$ cat src/rtl/cpu_ctrl_pkg.sv
`default_nettype none
// ============================================================================
//  Module      : cpu_ctrl_pkg
//  Description : Shared encodings for the multi-cycle RV32I controller:
//                FSM states, opcodes, ALU / immediate / mux select codes.
//  Revision    : 1.0  initial release
// ============================================================================
package cpu_ctrl_pkg;

    // Controller states, one per datapath phase
    typedef enum logic [3:0] {
        START    = 4'd0,
        FETCH    = 4'd1,
        DECODE   = 4'd2,
        OPIMM    = 4'd3,
        ALUWB    = 4'd4,
        MEMADR   = 4'd5,
        MEMRD    = 4'd6,
        MEMWB    = 4'd7,
        MEMWR    = 4'd8,
        BRANCH   = 4'd9,
        JAL_LINK = 4'd10,
        JAL_JUMP = 4'd11,
        ILLEGAL  = 4'd12
    } state_t;

    // Supported major opcodes (instr[6:0])
    localparam logic [6:0] OPC_OP_IMM = 7'd19;
    localparam logic [6:0] OPC_LOAD   = 7'd3;
    localparam logic [6:0] OPC_STORE  = 7'd35;
    localparam logic [6:0] OPC_BRANCH = 7'd99;
    localparam logic [6:0] OPC_JAL    = 7'd111;

    // ALU operations driven by the controller itself
    localparam logic [2:0] ALU_ADD = 3'b000;
    localparam logic [2:0] ALU_SUB = 3'b111;

    // Immediate formats
    localparam logic [2:0] IMM_I = 3'b000;
    localparam logic [2:0] IMM_S = 3'b001;
    localparam logic [2:0] IMM_U = 3'b010;
    localparam logic [2:0] IMM_B = 3'b011;
    localparam logic [2:0] IMM_J = 3'b100;

    // ALU operand A sources
    localparam logic [1:0] SRC_A_PC    = 2'd0;
    localparam logic [1:0] SRC_A_RS1   = 2'd1;
    localparam logic [1:0] SRC_A_OLDPC = 2'd2;

    // ALU operand B sources
    localparam logic [1:0] SRC_B_RS2  = 2'd0;
    localparam logic [1:0] SRC_B_IMM  = 2'd1;
    localparam logic [1:0] SRC_B_FOUR = 2'd2;

    // Result mux sources
    localparam logic [1:0] RES_ALUOUT  = 2'd0;
    localparam logic [1:0] RES_MEMDATA = 2'd1;
    localparam logic [1:0] RES_ALU     = 2'd2;

    // First execution state for a given opcode; anything unknown traps
    function automatic state_t decode_dispatch(input logic [6:0] opcode);
        state_t nxt;
        case (opcode)
            OPC_OP_IMM:          nxt = OPIMM;
            OPC_LOAD, OPC_STORE: nxt = MEMADR;
            OPC_BRANCH:          nxt = BRANCH;
            OPC_JAL:             nxt = JAL_LINK;
            default:             nxt = ILLEGAL;
        endcase
        return nxt;
    endfunction

    // DECODE precomputes the jump target for JAL, otherwise the branch target
    function automatic logic [2:0] decode_immsrc(input logic [6:0] opcode);
        return (opcode == OPC_JAL) ? IMM_J : IMM_B;
    endfunction

endpackage : cpu_ctrl_pkg
`default_nettype wire

$ cat src/rtl/multicycle_controller_if.sv
`default_nettype none
// ============================================================================
//  Module      : multicycle_controller_if
//  Description : Bundle between the multi-cycle controller (master) and the
//                datapath / memory port (slave): instruction and status in,
//                enables, handshake and mux selects out.
//  Revision    : 1.0  initial release
// ============================================================================
interface multicycle_controller_if;

    // Status from the datapath
    logic [31:0] instr;
    logic        eq;
    logic        mem_ready;

    // Memory handshake and write enables
    logic        mem_req;
    logic        mem_we;
    logic        iord;
    logic        ir_we;
    logic        pc_we;
    logic        regwrite;

    // Datapath selects
    logic [1:0]  alusrc_a;
    logic [1:0]  alusrc_b;
    logic [2:0]  aluctrl;
    logic [2:0]  immsrc;
    logic [1:0]  resultsrc;

    // Trap indication
    logic        illegal;

    modport master (
        input  instr, eq, mem_ready,
        output mem_req, mem_we, iord, ir_we, pc_we, regwrite,
               alusrc_a, alusrc_b, aluctrl, immsrc, resultsrc, illegal
    );

    modport slave (
        output instr, eq, mem_ready,
        input  mem_req, mem_we, iord, ir_we, pc_we, regwrite,
               alusrc_a, alusrc_b, aluctrl, immsrc, resultsrc, illegal
    );

endinterface : multicycle_controller_if
`default_nettype wire

$ cat src/rtl/multicycle_controller.sv
`default_nettype none
// ============================================================================
//  Module      : multicycle_controller
//  Description : Moore FSM sequencing a multi-cycle RV32I datapath over one
//                shared memory port: fetch, decode, op-imm, load, store,
//                bne-style branch and jal. Outputs are decoded from the state
//                register (plus instr / eq / mem_ready where a phase needs it).
//  Revision    : 1.0  initial release
// ============================================================================
module multicycle_controller
    import cpu_ctrl_pkg::*;
(
    input  logic                           clk,
    input  logic                           rst,
    multicycle_controller_if.master        bus
);

    state_t      r_state;
    state_t      w_next_state;

    logic [6:0]  w_opcode;
    logic [2:0]  w_funct3;

    assign w_opcode = bus.instr[6:0];
    assign w_funct3 = bus.instr[14:12];

    // State register; async reset drops any outstanding request immediately
    always_ff @(posedge clk or posedge rst) begin
        if (rst) begin
            r_state <= START;
        end else begin
            r_state <= w_next_state;
        end
    end

    // Next-state selection; mem_ready only matters in the memory phases
    always_comb begin
        w_next_state = r_state;
        case (r_state)
            START:    w_next_state = FETCH;
            FETCH:    w_next_state = bus.mem_ready ? DECODE : FETCH;
            DECODE:   w_next_state = decode_dispatch(w_opcode);
            OPIMM:    w_next_state = ALUWB;
            ALUWB:    w_next_state = FETCH;
            MEMADR:   w_next_state = (w_opcode == OPC_LOAD) ? MEMRD : MEMWR;
            MEMRD:    w_next_state = bus.mem_ready ? MEMWB : MEMRD;
            MEMWB:    w_next_state = FETCH;
            MEMWR:    w_next_state = bus.mem_ready ? FETCH : MEMWR;
            BRANCH:   w_next_state = FETCH;
            JAL_LINK: w_next_state = JAL_JUMP;
            JAL_JUMP: w_next_state = FETCH;
            ILLEGAL:  w_next_state = ILLEGAL;
            default:  w_next_state = START;
        endcase
    end

    // Control decode: everything idles at zero unless the phase asserts it
    always_comb begin
        bus.mem_req   = 1'b0;
        bus.mem_we    = 1'b0;
        bus.iord      = 1'b0;
        bus.ir_we     = 1'b0;
        bus.pc_we     = 1'b0;
        bus.regwrite  = 1'b0;
        bus.alusrc_a  = SRC_A_PC;
        bus.alusrc_b  = SRC_B_RS2;
        bus.aluctrl   = ALU_ADD;
        bus.immsrc    = IMM_I;
        bus.resultsrc = RES_ALUOUT;
        bus.illegal   = 1'b0;

        case (r_state)
            FETCH: begin
                // Read at PC while the ALU forms PC+4; commit both on ready
                bus.mem_req   = 1'b1;
                bus.iord      = 1'b0;
                bus.alusrc_a  = SRC_A_PC;
                bus.alusrc_b  = SRC_B_FOUR;
                bus.aluctrl   = ALU_ADD;
                bus.resultsrc = RES_ALU;
                bus.ir_we     = bus.mem_ready;
                bus.pc_we     = bus.mem_ready;
            end
            DECODE: begin
                // Old PC + immediate lands in the ALU out register as target
                bus.alusrc_a = SRC_A_OLDPC;
                bus.alusrc_b = SRC_B_IMM;
                bus.aluctrl  = ALU_ADD;
                bus.immsrc   = decode_immsrc(w_opcode);
            end
            OPIMM: begin
                bus.alusrc_a = SRC_A_RS1;
                bus.alusrc_b = SRC_B_IMM;
                bus.immsrc   = IMM_I;
                bus.aluctrl  = w_funct3;
            end
            ALUWB: begin
                bus.regwrite  = 1'b1;
                bus.resultsrc = RES_ALUOUT;
            end
            MEMADR: begin
                bus.alusrc_a = SRC_A_RS1;
                bus.alusrc_b = SRC_B_IMM;
                bus.aluctrl  = ALU_ADD;
                bus.immsrc   = (w_opcode == OPC_LOAD) ? IMM_I : IMM_S;
            end
            MEMRD: begin
                bus.mem_req = 1'b1;
                bus.iord    = 1'b1;
            end
            MEMWB: begin
                bus.regwrite  = 1'b1;
                bus.resultsrc = RES_MEMDATA;
            end
            MEMWR: begin
                bus.mem_req = 1'b1;
                bus.mem_we  = 1'b1;
                bus.iord    = 1'b1;
            end
            BRANCH: begin
                // Compare rs1/rs2; taken on inequality, target from ALU out reg
                bus.alusrc_a  = SRC_A_RS1;
                bus.alusrc_b  = SRC_B_RS2;
                bus.aluctrl   = ALU_SUB;
                bus.resultsrc = RES_ALUOUT;
                bus.pc_we     = ~bus.eq;
            end
            JAL_LINK: begin
                // rd <= old PC + 4 straight off the ALU
                bus.alusrc_a  = SRC_A_OLDPC;
                bus.alusrc_b  = SRC_B_FOUR;
                bus.aluctrl   = ALU_ADD;
                bus.resultsrc = RES_ALU;
                bus.regwrite  = 1'b1;
            end
            JAL_JUMP: begin
                // Jump target was captured during DECODE
                bus.pc_we     = 1'b1;
                bus.resultsrc = RES_ALUOUT;
            end
            ILLEGAL: begin
                bus.illegal = 1'b1;
            end
            default: begin
                bus.illegal = 1'b0;
            end
        endcase
    end

endmodule : multicycle_controller
`default_nettype wire

$ cat src/flat_wrapper.sv
// flat-port wrapper written by rule: the top's interface ports become plain ports
module multicycle_controller_flat import cpu_ctrl_pkg::*;
  (clk, rst, bus_instr, bus_eq, bus_mem_ready, bus_mem_req, bus_mem_we, bus_iord, bus_ir_we, bus_pc_we, bus_regwrite, bus_alusrc_a, bus_alusrc_b, bus_aluctrl, bus_immsrc, bus_resultsrc, bus_illegal);
  multicycle_controller_if bus_i ();
  input  logic clk;
  input  logic rst;
  input wire logic [$bits(bus_i.instr)-1:0] bus_instr;
  input wire logic [$bits(bus_i.eq)-1:0] bus_eq;
  input wire logic [$bits(bus_i.mem_ready)-1:0] bus_mem_ready;
  output wire logic [$bits(bus_i.mem_req)-1:0] bus_mem_req;
  output wire logic [$bits(bus_i.mem_we)-1:0] bus_mem_we;
  output wire logic [$bits(bus_i.iord)-1:0] bus_iord;
  output wire logic [$bits(bus_i.ir_we)-1:0] bus_ir_we;
  output wire logic [$bits(bus_i.pc_we)-1:0] bus_pc_we;
  output wire logic [$bits(bus_i.regwrite)-1:0] bus_regwrite;
  output wire logic [$bits(bus_i.alusrc_a)-1:0] bus_alusrc_a;
  output wire logic [$bits(bus_i.alusrc_b)-1:0] bus_alusrc_b;
  output wire logic [$bits(bus_i.aluctrl)-1:0] bus_aluctrl;
  output wire logic [$bits(bus_i.immsrc)-1:0] bus_immsrc;
  output wire logic [$bits(bus_i.resultsrc)-1:0] bus_resultsrc;
  output wire logic [$bits(bus_i.illegal)-1:0] bus_illegal;
  assign bus_i.instr = bus_instr;
  assign bus_i.eq = bus_eq;
  assign bus_i.mem_ready = bus_mem_ready;
  assign bus_mem_req = bus_i.mem_req;
  assign bus_mem_we = bus_i.mem_we;
  assign bus_iord = bus_i.iord;
  assign bus_ir_we = bus_i.ir_we;
  assign bus_pc_we = bus_i.pc_we;
  assign bus_regwrite = bus_i.regwrite;
  assign bus_alusrc_a = bus_i.alusrc_a;
  assign bus_alusrc_b = bus_i.alusrc_b;
  assign bus_aluctrl = bus_i.aluctrl;
  assign bus_immsrc = bus_i.immsrc;
  assign bus_resultsrc = bus_i.resultsrc;
  assign bus_illegal = bus_i.illegal;
  multicycle_controller u_core (.clk(clk), .rst(rst), .bus(bus_i));
endmodule
$ cat config.mk
export PLATFORM = sky130hd
export DESIGN_NAME = multicycle_controller_flat
export DESIGN_NICKNAME = d
export VERILOG_FILES = /design/src/rtl/cpu_ctrl_pkg.sv /design/src/rtl/multicycle_controller_if.sv /design/src/rtl/multicycle_controller.sv /design/src/flat_wrapper.sv
export SDC_FILE = /design/constraint.sdc
export NUM_CORES = 1
export LEC_CHECK = 0
export ABC_CLOCK_PERIOD_IN_PS = 3790
export BUFFER_PORTS_ARGS = -buffer_cell sky130_fd_sc_hd__buf_2
export CAP_MARGIN = 20
export CELL_PAD_IN_SITES_DETAIL_PLACEMENT = 2
export CELL_PAD_IN_SITES_GLOBAL_PLACEMENT = 2
export CORE_MARGIN = 2
export CORE_UTILIZATION = 18
export CTS_CLUSTER_SIZE = 12
export DETAILED_ROUTE_END_ITERATION = 7
export GPL_TIMING_DRIVEN = 0
export PLACE_DENSITY_LB_ADDON = 0.1
export SLEW_MARGIN = 10
export SYNTH_ARGS = -nofsm -noshare
export SYNTH_HDL_FRONTEND = slang
export SYNTH_SLANG_ARGS = --single-unit
$ cat constraint.sdc
create_clock -name clk -period 3.79 [get_ports clk]
set_input_delay 0.1895 -clock clk [delete_from_list [all_inputs] [get_ports clk]]
set_output_delay 0.1895 -clock clk [all_outputs]
set_load 0.005 [all_outputs]
==> results by group, run 1 <==
Floorplan
  – Die Y: 63.83 um
  – Die area: 4074 sq um
  – DIE WIDTH: 63.83 um
  – Row count: 21
  – Initial Util: 0.1901
  – # IOs: 55
  – Placeable Area: 3390 sq um

Hold path
  – Worst Hold Path EP: u_core.r_state[3]
  – Hold path startpoint: bus_mem_ready
  – Hold WC Path Type: in -> reg
  – Worst hold path depth: 4

Clocking
  – Sink Count: 4
  – CTS tree: yes
  – CTS buffer count: 3
  – Cts repair resizes: 0
  – Root Driver: clkbuf_4
  – Clock latency at the later pin of the worst-skew pair: 0.24 ns
  – CTS max path bufs: 2
  – CTS H-Tree Depth: 1
  – Clock transition at the registers of the reported paths: 0.04 ns

Timing
  – Fin crit share: 0.4880
  – Fin. Hold Viols: 0
  – Max Clock Freq: 0.5407 GHz
  – Fin Setup TNS: 0 ns
  – Final min period: 1.850 ns
  – Final Max Slew Viols: 0
  – Fin Hold WS: 0.2863 ns
  – Worst-margin pin slew: 0.5127 ns
  – Slew headroom: 0.6535
  – RSZ-0062 raised after global routing: no
  – Final setup viols: 0
  – Clk_skew: 0.002659 ns

Synthesis
  – Synth Warn #: 0
  – Synth Register Bits: 4
  – Post-synthesis cell count: 93
  – Most frequent cells after synthesis: nand2_1, nor2_1, a21oi_1
  – Synthesized Nets: 129
  – Largest cells by area after synthesis: dfrtp_1, nand2_1, a21oi_1, nor2_1, nor2b_1
  – Largest area contributor in the netlist: dfrtp_1
  – Post-Syn Area: 644.4 sq um
  – Yosys cell types: 38
  – Most common flop cell mapped by yosys: dfrtp_1
  – Post-synth EDFFs: 0
  – Async S/R FF share, synth: 1.000
  – Syn Area/Cell: 6.929 sq um
  – Most numerous cell in the Yosys netlist: nand2_1
  – Sequential share of the synthesized area: 0.1553
  – Top-area cell type share of the netlist area: 0.1553

Power
  – Sequential group share of total power: 0.174
  – Pint: 0.2394 mW
  – Psw: 0.2391 mW
  – Power per standard cell area: 534.8 nW/um^2
  – Leakage: 0.4492 nW
  – Clock Power Share: 0.116
  – Sw frac: 0.4997
  – Design Power: 0.4784 mW
  – Maximum vdd ir drop: 0.1218 mV
  – Logic gate share of total power: 0.710

Route
  – Drt total wl: 2.389 mm
  – Via Count: 812
  – Wire length on met1: 1.054 mm
  – DR top layer: met4
  – Vias per inst: 4.640
  – WL met3: 84 um
  – WL met2: 1.223 mm
  – DRC: 0
  – WL per Instance: 13.65 um
  – Post-DRT Antenna Nets: 0
  – 1st-iter DRT viols: 16
  – DRT Pass-1 Iters: 4

Worst setup path
  – Critical path class: reg -> out
  – Critical Path Start: u_core.r_state[2]
  – Worst path depth: 5
  – Worst path bufs/invs: 2
  – Crit path max-delay family: buffers and inverters
  – Critical path cell sequence: clkbuf_1 -> nand2_1 -> mux2_2 -> nor2_1 -> buf_2
  – Crit. End Element: primary output
  – Nature of the critical path startpoint: flip-flop
  – CP max stage delay: 0.45 ns
  – Crit path max fanout: 10
  – Reg-to-reg slack, setup: 2.30 ns
  – Critical Path RT: 3.60 ns
  – Worst R2R Start: u_core.r_state[2]
  – Crit path DAT: 1.66 ns
  – Critical R2R Capture: u_core.r_state[3]
  – Reg2reg path depth: 4
  – Slowest CP cell: dfrtp_1

Finish
  – Area Overhead vs Synth: 38.83%
  – Antenna Cells: 0
  – Fin area: 894.6 sq um
  – Biggest regs: u_core.r_state: 4 flops
  – Post-layout nets: 167
  – Share of cells above drive strength 1: 0.3566
  – Fillers: 418
  – Most flops, register: u_core.r_state
  – Max FFs per register: 4

Global routing
  – GRT Util Overall: 0.1222
  – Initial antenna violation count: 0
  – Pin count of the biggest net entering global routing: 11
  – First-pass GRT wire length: 3.960 mm
  – Vias in the first global route: 887
  – Overflow after GRT: 0

Run
  – Number of max-cap violations: 0

Placement
  – Routability cong.: 0.7401
  – Port bufs: 32
  – Hpwl dp: 1.963 mm
  – Cell Area, Placed: 862.1 sq um

Status
  – Status: completed
[worst min-delay path: stages]
cell and delay, ns:
buf_2 0.11, nand2_1 0.06, nand3_1 0.08, nand2_1 0.05
[cells by family after synthesis]
group | count (synthesis) | share of synthesized area
DFF | 4 | 0.1553
buffers and inverters | 7 | 0.04271
AOI/OAI and AO/OA | 25 | 0.2466
muxes | 2 | 0.03495
and+or+nand+nor | 53 | 0.4913
xor gates and xnor gates | 1 | 0.01359
adders and majority gates | 1 | 0.01553
[through the flow]
| step | utilization | setup WS [ns] | instances |
|---|---|---|---|
| 4_1_cts | 0.2639 | 1.908 | 175 |
| 3_3_place_gp | 0.2543 | 2.194 | 171 |
| 5_1_grt | 0.2639 | 1.791 | 175 |
| 2_1_floorplan | - | 2.365 | 93 |
| 3_5_place_dp | 0.2543 | 2.167 | 171 |
| 6_report | 0.2639 | 1.940 | 175 |
[layer usage]
metal  global-route usage  vias up
met2               0.2266       25
li1                     -      404
met1               0.1458      381
met4              0.04891        0
met5                    0        -
met3             0.005282        2
[power groups by stage]
stage                     sequential, mW  clock (mW)  combinational [mW]
final                             0.0834      0.0556               0.339
after global routing              0.0884      0.0591               0.387
after CTS                         0.0842      0.0579               0.349
after detailed placement          0.0849           0               0.347
after global placement            0.0839           0               0.343
after floorplan                   0.0764           0               0.214
[worst max-delay path by stage]
stage                     slack (ns)              end
after global routing            1.79  bus_alusrc_b[0]
after floorplan                 2.37    bus_immsrc[0]
after global placement          2.19  bus_alusrc_b[0]
after detailed placement        2.17  bus_alusrc_b[0]
after CTS                       1.91  bus_alusrc_b[0]
final                           1.94  bus_alusrc_b[0]
[cell type report]
cell class                 count  area (sq um)  area share
inverter                       3         11.26     0.01259
buffer                         4         16.27     0.01818
sequential                     4         100.1      0.1119
timing repair buffer          33         170.2      0.1902
multi-input combinational     82         516.7      0.5776
tap                           46         57.56     0.06434
clock buffer                   3         22.52     0.02517
[repair_timing]
action | CTS | global route
setup buffers | 0 | 0
hold buffers | 1 | 0
endpoints found under the hold margin | 4 | 0
[cell usage in the layout, fill, tap and decap left out, types with 2 or more instances in the layout]
cell type	instances
buf_2	33
nor2b_1	6
nor2_1	11
a21oi_1	10
nand2_1	14
a21o_1	2
dfrtp_1	4
clkbuf_1	3
clkbuf_4	3
and3_1	2
o21ai_0	4
nor3_1	3
nand2b_1	5
inv_1	3
No activity file was read; power rests on OpenSTA's default activity.
==> run 2, diff against run 1 <==
--- a/config.mk
+++ b/config.mk
@@ -5,13 +5,13 @@
 export SDC_FILE = /design/constraint.sdc
 export NUM_CORES = 1
 export LEC_CHECK = 0
-export ABC_CLOCK_PERIOD_IN_PS = 3790
+export ABC_CLOCK_PERIOD_IN_PS = 1850
 export BUFFER_PORTS_ARGS = -buffer_cell sky130_fd_sc_hd__buf_2
 export CAP_MARGIN = 20
 export CELL_PAD_IN_SITES_DETAIL_PLACEMENT = 2
 export CELL_PAD_IN_SITES_GLOBAL_PLACEMENT = 2
 export CORE_MARGIN = 2
-export CORE_UTILIZATION = 18
+export CORE_UTILIZATION = 17
 export CTS_CLUSTER_SIZE = 12
 export DETAILED_ROUTE_END_ITERATION = 7
 export GPL_TIMING_DRIVEN = 0
==> constraint.sdc (replaced) <==
create_clock -name clk -period 1.85 [get_ports clk]
set_input_delay 0.0925 -clock clk [delete_from_list [all_inputs] [get_ports clk]]
set_output_delay 0.0925 -clock clk [all_outputs]
set_load 0.005 [all_outputs]
==> results by group, run 2 (synthesis results as in run 1) <==
Hold path
  – Worst Hold Path EP: u_core.r_state[3]
  – Hold WC Path Type: in -> reg
  – Worst hold path depth: 4
  – Hold path startpoint: bus_mem_ready

Finish
  – Fin area: 918.4 sq um
  – Fillers: 458
  – Post-layout nets: 167
  – Non-Filler Instances: 177
  – Max FFs per register: 4
  – Commonest non-fill, non-tap cells in the layout: buf_2, nand2_1, nor2_1
  – Area of the multi-input gates: 516.7 sq um
  – Area Overhead vs Synth: 42.52%
  – Commonest non-fill, non-tap cell in the layout: buf_2
  – Final core occ: 0.2509
  – Antenna Cells: 0
  – Most flops, register: u_core.r_state
  – Register Area: 100.1 sq um
  – Share of cells above drive strength 1: 0.3721
  – Biggest regs: u_core.r_state: 4 flops

Placement
  – Cell Area, Placed: 864.6 sq um
  – Hpwl dp: 1.950 mm
  – Port bufs: 32
  – Pre-CTS WS: 0.3337 ns
  – Placed cell count: 173
  – Routability cong.: 0.7650

Route
  – Vias per inst: 4.492
  – Via Count: 795
  – WL per Instance: 13.31 um
  – DRT Pass-1 Iters: 4
  – 1st-iter DRT viols: 20
  – Post-DRT Antenna Nets: 0
  – DRC: 0
  – Drt total wl: 2.355 mm

Timing
  – Worst-margin pin slew: 0.4923 ns
  – Fin worst setup slack: 0.1408 ns
  – Final min period: 1.709 ns
  – Slew headroom: 0.6673
  – Final Max Slew Viols: 0
  – Max Clock Freq: 0.5851 GHz
  – RSZ-0062 raised after global routing: no
  – Clk_skew: 0.004331 ns
  – Final setup viols: 0
  – Fin Hold WS: 0.2312 ns
  – Fin Setup TNS: 0 ns
  – Fin crit share: 0.9239
  – Fin. Hold Viols: 0

Clocking
  – Sink Count: 4
  – Clock transition at the registers of the reported paths: 0.03 ns
  – CTS H-Tree Depth: 1
  – Clock latency at the later pin of the worst-skew pair: 0.22 ns
  – Root Driver: clkbuf_8
  – CTS max path bufs: 2
  – CTS buffer count: 3
  – CTS tree: yes

Global routing
  – Initial antenna violation count: 0
  – Vias in the first global route: 835
  – First-pass GRT wire length: 3.898 mm
  – Pin count of the biggest net entering global routing: 11
  – Overflow after GRT: 0
  – GRT Util Overall: 0.1150

Worst setup path
  – Crit. End Element: primary output
  – Critical path cell sequence: nand2b_2 -> or3_4 -> nor2_1 -> a21o_1 -> buf_2
  – Crit path max fanout: 7
  – Reg-to-reg slack, setup: 0.34 ns
  – Crit path DAT: 1.62 ns
  – CP max stage delay: 0.42 ns
  – Worst path bufs/invs: 1
  – Crit path max-delay family: simple AND/OR/NAND/NOR gates
  – Nature of the critical path startpoint: flip-flop
  – Slowest CP cell: dfrtp_1
  – Critical Path RT: 1.76 ns
  – Critical path class: reg -> out
  – Reg2reg path depth: 4
  – Critical R2R Capture: u_core.r_state[2]
  – Worst R2R Start: u_core.r_state[3]

Floorplan
  – Die Y: 65.57 um
  – Row count: 22
  – # IOs: 55
  – Initial Util: 0.1760
  – Die area: 4299 sq um
  – DIE WIDTH: 65.57 um
  – Placeable Area: 3661 sq um

Run
  – Number of max-cap violations: 0

Power
  – Design Power: 1.053 mW
  – Maximum vdd ir drop: 0.2735 mV
  – Leakage: 0.4632 nW
  – Power per standard cell area: 1146 nW/um^2

Status
  – Status: completed
run 2: cell counts in the layout (fill, tap and decap cells not counted):
Identical to the previous run, type by type.
run 2: how the worst max path moves through the flow:
stage / cells after the start / endpoint / slack (ns) / start
after floorplan: 4 / bus_immsrc[0] / 0.52 / u_core.r_state[0]
after global placement: 5 / bus_alusrc_b[0] / 0.32 / u_core.r_state[2]
after detailed placement: 5 / bus_alusrc_b[0] / 0.33 / u_core.r_state[2]
after CTS: 5 / bus_alusrc_b[0] / 0.10 / u_core.r_state[2]
after global routing: 5 / bus_alusrc_a[0] / 0.03 / u_core.r_state[3]
final: 5 / bus_immsrc[0] / 0.14 / u_core.r_state[0]
run 2: repair_timing:
action                                  CTS  global route
endpoints found under the setup margin    0             1
gates resized for setup                   0             4
setup buffers                             0             0
endpoints found under the hold margin     4             0
hold buffers                              1             0
run 2: per-layer routing:
metal | GRT usage | vias to the layer above | routed length, um
met5 | 0 | - | 0
met3 | 0.01027 | 0 | 86
met2 | 0.2066 | 23 | 1207
met1 | 0.1427 | 368 | 1062
met4 | 0.03906 | 0 | 0
li1 | - | 404 | -
run 2: cell type report:
class / instances / share of cell area
Buffer: 4 / 0.02044
Clock buffer: 3 / 0.04496
Inverter: 3 / 0.01226
Multi-Input combinational cell: 82 / 0.5627
Sequential cell: 4 / 0.1090
Tap cell: 48 / 0.06540
Timing Repair Buffer: 33 / 0.1853
run 2: power by group:
part,switching (mW),internal (mW),total [mW]
Clock,0.0421,0.138,0.180
Sequential,0.0515,0.119,0.171
Combinational,0.399,0.303,0.702
run 2: worst reg2reg max path, stage by stage, from the launching register on:
cell,delay [ns]
dfrtp_1,0.44
buf_2,0.25
nor2_1,0.13
a31o_1,0.24
or3_1,0.31
